--- src/rtl/led_pattern_ctrl.sv ---
// rtl/led_pattern_ctrl.sv - multi-channel LED pattern controller
// Shared tick prescaler; per channel OFF/ON/BLINK/BURST with a one-cycle DONE pulse at burst end.
module led_pattern_ctrl #(
  parameter int CLK_HZ  = 12_000_000,
  parameter int TICK_HZ = 1000,
  parameter int N_CH    = 3,
  parameter int PER_W   = 12,
  parameter int CNT_W   = 8,
  localparam int CH_W   = (N_CH > 1) ? $clog2(N_CH) : 1
) (
  input  logic             CLK,
  input  logic             RST_N,
  input  logic             CFG_VALID,
  output logic             CFG_READY,
  input  logic [CH_W-1:0]  CFG_CH,
  input  logic [1:0]       CFG_MODE,
  input  logic [PER_W-1:0] CFG_PERIOD,
  input  logic [PER_W-1:0] CFG_ON,
  input  logic [CNT_W-1:0] CFG_COUNT,
  output logic [N_CH-1:0]  LED,
  output logic [N_CH-1:0]  DONE,
  output logic             TICK
);

  localparam int DIV  = CLK_HZ / TICK_HZ;
  localparam int PC_W = (DIV > 2) ? $clog2(DIV) : 1;

  localparam logic [1:0] MODE_OFF   = 2'd0;
  localparam logic [1:0] MODE_ON    = 2'd1;
  localparam logic [1:0] MODE_BLINK = 2'd2;
  localparam logic [1:0] MODE_BURST = 2'd3;

  generate
    if ((CLK_HZ % TICK_HZ) != 0 || DIV < 2 || N_CH < 1 || N_CH > 8) begin : g_bad_params
      $error("led_pattern_ctrl: CLK_HZ/TICK_HZ must be an integer >= 2 and N_CH in 1..8");
    end
  endgenerate

  logic [PC_W-1:0]  pc_q, pc_d;
  logic             ready_q, ready_d;
  logic             tick;
  logic             wr_en;

  logic [1:0]       mode_q   [N_CH];
  logic [1:0]       mode_d   [N_CH];
  logic [PER_W-1:0] period_q [N_CH];
  logic [PER_W-1:0] period_d [N_CH];
  logic [PER_W-1:0] on_q     [N_CH];
  logic [PER_W-1:0] on_d     [N_CH];
  logic [CNT_W-1:0] count_q  [N_CH];
  logic [CNT_W-1:0] count_d  [N_CH];
  logic [PER_W-1:0] ph_q     [N_CH];
  logic [PER_W-1:0] ph_d     [N_CH];
  logic [CNT_W-1:0] bc_q     [N_CH];
  logic [CNT_W-1:0] bc_d     [N_CH];
  logic [N_CH-1:0]  led_q, led_d;
  logic [N_CH-1:0]  done_q, done_d;

  assign tick      = (pc_q == PC_W'(DIV - 1));
  assign wr_en     = CFG_VALID && ready_q;
  assign TICK      = tick;
  assign CFG_READY = ready_q;
  assign LED       = led_q;
  assign DONE      = done_q;

  always_comb begin
    pc_d    = tick ? '0 : pc_q + 1'b1;
    ready_d = 1'b1;
    led_d   = '0;
    done_d  = '0;
    for (int i = 0; i < N_CH; i++) begin
      mode_d[i]   = mode_q[i];
      period_d[i] = period_q[i];
      on_d[i]     = on_q[i];
      count_d[i]  = count_q[i];
      ph_d[i]     = ph_q[i];
      bc_d[i]     = bc_q[i];
      if (wr_en && CFG_CH == CH_W'(i)) begin
        // A write restarts the channel and masks any tick in the same cycle.
        mode_d[i]   = CFG_MODE;
        period_d[i] = CFG_PERIOD;
        on_d[i]     = CFG_ON;
        count_d[i]  = CFG_COUNT;
        ph_d[i]     = '0;
        bc_d[i]     = '0;
        if (CFG_MODE == MODE_BLINK && CFG_PERIOD == '0) begin
          mode_d[i] = MODE_OFF;
        end
        if (CFG_MODE == MODE_BURST && (CFG_PERIOD == '0 || CFG_COUNT == '0)) begin
          mode_d[i] = MODE_OFF;
          done_d[i] = 1'b1;
        end
      end else if (tick && (mode_q[i] == MODE_BLINK || mode_q[i] == MODE_BURST)) begin
        if (ph_q[i] == period_q[i] - 1'b1) begin
          ph_d[i] = '0;
          if (mode_q[i] == MODE_BURST) begin
            if (bc_q[i] == count_q[i] - 1'b1) begin
              mode_d[i] = MODE_OFF;
              done_d[i] = 1'b1;
            end else begin
              bc_d[i] = bc_q[i] + 1'b1;
            end
          end
        end else begin
          ph_d[i] = ph_q[i] + 1'b1;
        end
      end
      case (mode_d[i])
        MODE_ON:                led_d[i] = 1'b1;
        MODE_BLINK, MODE_BURST: led_d[i] = (ph_d[i] < on_d[i]);
        default:                led_d[i] = 1'b0;
      endcase
    end
  end

  always_ff @(posedge CLK) begin
    if (!RST_N) begin
      pc_q    <= '0;
      ready_q <= 1'b0;
      led_q   <= '0;
      done_q  <= '0;
      for (int i = 0; i < N_CH; i++) begin
        mode_q[i]   <= MODE_OFF;
        period_q[i] <= '0;
        on_q[i]     <= '0;
        count_q[i]  <= '0;
        ph_q[i]     <= '0;
        bc_q[i]     <= '0;
      end
    end else begin
      pc_q    <= pc_d;
      ready_q <= ready_d;
      led_q   <= led_d;
      done_q  <= done_d;
      for (int i = 0; i < N_CH; i++) begin
        mode_q[i]   <= mode_d[i];
        period_q[i] <= period_d[i];
        on_q[i]     <= on_d[i];
        count_q[i]  <= count_d[i];
        ph_q[i]     <= ph_d[i];
        bc_q[i]     <= bc_d[i];
      end
    end
  end

endmodule

--- config.mk ---
export PLATFORM = sky130hd
export DESIGN_NAME = led_pattern_ctrl
export DESIGN_NICKNAME = d
export VERILOG_FILES = /design/src/rtl/led_pattern_ctrl.sv
export SDC_FILE = /design/constraint.sdc
export NUM_CORES = 1
export LEC_CHECK = 0
export BUFFER_PORTS_ARGS = -buffer_cell sky130_fd_sc_hd__buf_2
export CELL_PAD_IN_SITES_DETAIL_PLACEMENT = 1
export CELL_PAD_IN_SITES_GLOBAL_PLACEMENT = 2
export CORE_MARGIN = 2
export CORE_UTILIZATION = 40
export DETAILED_ROUTE_END_ITERATION = 10
export GPL_TIMING_DRIVEN = 0
export PLACE_DENSITY_LB_ADDON = 0.1
export RECOVER_POWER = 100
export SYNTH_ARGS = -nofsm -noshare
export SYNTH_HDL_FRONTEND = slang
export SYNTH_SLANG_ARGS = --single-unit
export TNS_END_PERCENT = 5
--- constraint.sdc ---
create_clock -name CLK -period 10.95 [get_ports CLK]
set_input_delay 1.095 -clock CLK [delete_from_list [all_inputs] [get_ports CLK]]
set_output_delay 1.095 -clock CLK [all_outputs]
set_load 0.005 [all_outputs]
==> key figures <==
Status
  – Outcome: finished with violations
  – Failing checks: max-capacitance violations

Worst setup path
  – Critical Path AT: between 5000 and 6000 ps
  – FF-to-FF Start: pc_q[0]
  – Slowest cell on the critical path: nor4_1
  – R2r endpoint: LED[2]
  – CP peak stage delay: ~600 ps
  – Crit. End Element: register
  – CP cell instances: ha_1 -> nand4_1 -> nor4_1 -> clkbuf_1 -> nand2_1 -> o21ai_0 -> clkbuf_1 -> nor2_1 -> ha_1 -> a21o_1 -> a21o_1 -> a21oi_1 -> nor2_1 -> a2111oi_0 -> o221ai_1 -> mux2i_1
  – Crit path from: pc_q[0]
  – R2R cell count: 16
  – CP Max Fanout: 10
  – Critical path class: register to register
  – Startpoint Class: register
  – CP Capture Point: LED[2]
  – CP required: ~11000 ps
  – Reg2reg setup slack: 6030 ps

Floorplan
  – Core Rows: between 50 and 60
  – Initial core utilization: between 40 and 50%
  – Ports: 47
  – Core ar.: ~0.024 mm2
  – Die W: roughly 160 um
  – Die height: around 160 um
  – Die area: around 0.026 mm2

Clock network
  – CTS tree: yes
  – CTS buffer count: 17
  – Worst skew pair latency: between 400 and 500 ps
  – CTS H-tree depth: 4
  – Postcts setup bufs: 0
  – Clock Path Buffers: 2
  – Hold buffers post-CTS: 0
  – CTS Root Cell: clkbuf_16
  – Post_cts resized: 0
  – Worst-path clk slew: 80 ps
  – Sink Count: about 180

Power and ir drop
  – VDD IR-drop max: between 0.07 and 0.08 mV
  – Gate power share: 8.3%
  – P_int: ~1.0 mW
  – Pwr Density: roughly 130 mW/mm2
  – Sw frac: around 27%
  – Clock network fraction of design power: between 40 and 50%
  – Register share of total power: between 40% and 50%
  – Switch Pwr: 0.398 mW
  – Lkg Pwr: ~4.5 nW

Route
  – Post-route DRC: 0
  – Initial DRC count: 480
  – Routed length per instance: 18.4 um
  – Via count: between 9000 and 10000
  – Drt first pass iters: 5
  – Final Routed Wirelength: slightly above 30000 um
  – Vias per inst: around 5.5
  – DRT antenna net count: 0

Global routing
  – Vias in the first global route: ~9300
  – Antenna violations before repair: 0
  – All-Layer GR Usage: 24.3%
  – Largest net degree at the start of global routing: 20
  – First-pass GRT wire length: 50400 um
  – Total grt overflow: 0

STA
  – Unrepaired setup endpoints after global routing: false
  – Setup tns final: 0 ps
  – Peak Freq: 203 MHz
  – Worst rel slew slack: 0.578%
  – Final min period: just under 5000 ps
  – Final Hold Viols: 0
  – Worst-case clock skew: around 21 ps
  – Endpoints failing setup: 0
  – Worst slew pin tran: 1480 ps
  – Slew Viols, Final: 0
  – Period utilization: between 40% and 50%

Job
  – Max-Cap Viols: 1

Logic synthesis
  – Top_reg_cell synth: dfxtp_1
  – Synthesized Nets: about 1300
  – Mapped Cells: between 1000 and 1500
  – Synth unique cells: around 60
  – Synth Cell Area: around 0.010 mm2
  – Synth Area per Inst: 7.96 um2
  – Sequential fraction of the synthesis area: a little over a third
  – Yosys warns: 0
  – Synth async-reset ratio: 0%
  – EDFF count, synth: 0
  – Number of synthesized register bits: roughly 180

Cells and area
  – Final net count: between 1000 and 1500
  – Multi-input gate area: 0.00602 mm2
  – # diodes: 0
  – Sequential cell area: ~0.0037 mm2
  – # fillers: 3057
  – Fin area: about 0.011 mm2
  – Area Growth Syn to Fin: 12.0%
  – Layout cells sized above 1: under 10%

Place
  – DP HPWL: 24200 um
  – Routability Congestion: 0.819
  – IO buf count: 46
  – Placed cell areas: 0.0106 mm2

Min path
  – Hold Crit Class: register to register
  – Worst hold path depth: 2
power by group through the flow:
stage          logic (mW)  registers (mW)  clock network (mW)
6_report            0.120           0.686               0.640
5_1_grt             0.135           0.687               0.680
4_1_cts             0.122           0.686               0.650
3_5_place_dp        0.121           0.701                   0
3_3_place_gp        0.119           0.701                   0
2_1_floorplan      0.0773           0.698                   0
sequential cells by signal, indices dropped and copies added (netlist names):
name,count
LED,3
count_q,24
bc_q,24
mode_q,6
on_q,36
period_q,36
pc_q,14
CFG_READY,1
ph_q,36
DONE,3
worst max-delay path, delay by kind of cell (launching register included):
kind	cells	cell delay [ps]
fa+ha+maj	2	530
compound gates	6	1610
simple gates	5	1230
flops	1	390
mux	1	210
buf+inv	2	870
layout make-up:
cell class,instances,share of cell area [%]
multi-input cells,995,53.6
clock inverters,15,1.58
clock buffers,17,3.79
repair buffers,46,1.97
plain buffers,54,1.87
well taps,324,3.61
inverters,26,0.870
flip-flops and latches,183,32.7
layout by cell type, fill, tap and decap left out, drive strengths merged, types with 6 or more instances in the layout:
| cell type | instances |
|---|---|
| a211oi | 7 |
| nand2 | 189 |
| o21ai | 28 |
| nor3 | 35 |
| o21a | 6 |
| buf | 40 |
| xor2 | 63 |
| ha | 46 |
| nor4 | 19 |
| nand3 | 44 |
| nand4 | 33 |
| xnor2 | 56 |
| and2 | 9 |
| inv | 33 |
| or4 | 15 |
| mux2i | 44 |
| and3 | 14 |
| a21oi | 87 |
| clkbuf | 77 |
| and4 | 6 |
| o211ai | 9 |
| or3 | 17 |
| nor2 | 182 |
| nand4b | 7 |
| dfxtp | 183 |
worst min-delay path by stage:
stage	from	endpoint	slack, ps
5_1_grt	on_q[0][24]	on_q[0][24]	480
3_3_place_gp	on_q[0][24]	on_q[0][24]	440
4_1_cts	on_q[0][24]	on_q[0][24]	460
2_1_floorplan	pc_q[0]	pc_q[0]	430
3_5_place_dp	on_q[0][24]	on_q[0][24]	450
6_report	on_q[0][24]	on_q[0][24]	470
cells in the mapped netlist, types with 6 or more instances:
cell type | count | area, um2
nand2_1 | 189 | 709
dfxtp_1 | 183 | 3660
nor2_1 | 182 | 683
a21oi_1 | 87 | 435
xor2_1 | 63 | 552
xnor2_1 | 56 | 490
clkbuf_1 | 48 | 180
ha_1 | 46 | 576
mux2i_1 | 44 | 440
nand3_1 | 44 | 220
nor3_1 | 35 | 175
nand4_1 | 33 | 206
o21ai_0 | 28 | 140
inv_1 | 25 | 93.8
nor4_1 | 19 | 119
or3_1 | 17 | 106
and3_1 | 14 | 87.6
or4_1 | 14 | 105
and2_1 | 9 | 56.3
o211ai_1 | 9 | 67.6
a211oi_1 | 7 | 52.6
and4_1 | 6 | 52.6
nand4b_1 | 6 | 52.6
o21a_1 | 6 | 45.0
cells by family (layout without fill, tap and decap cells):
group,count (synthesis),in the layout,synth area share [%]
simple gates,593,593,27.6
compound gates,193,193,12.1
flops,183,183,36.6
xor+xnor,119,119,10.4
buf+inv,80,158,3.17
fa+ha+maj,46,46,5.75
mux,44,44,4.40
through the flow:
| step | power (mW) | utilization [%] | instances | setup WS [ps] | hold slack, ps |
|---|---|---|---|---|---|
| 6_report | 1.45 | 45.9 | 1660 | 6030 | 468 |
| 5_1_grt | 1.50 | 45.9 | 1660 | 5410 | 481 |
| 4_1_cts | 1.46 | 46.0 | 1660 | 5890 | 464 |
| 3_5_place_dp | 0.822 | 43.5 | 1628 | 5920 | 453 |
| 3_3_place_gp | 0.819 | 43.5 | 1628 | 6090 | 442 |
| 2_1_floorplan | 0.775 | - | 1258 | 6970 | 430 |
per-layer routing:
metal  part of all wire (%)  wire length (um)  global-route usage [%]  up-vias
li1                       -                 -                       -     4527
met1                     49             15100                    34.0     4432
met2                     46             13900                    39.2      139
met3                    3.1               934                    3.27       39
met4                    2.1               655                    7.40        0
met5                      0                 0                       0        -
Power figures use the tool's default switching activity.
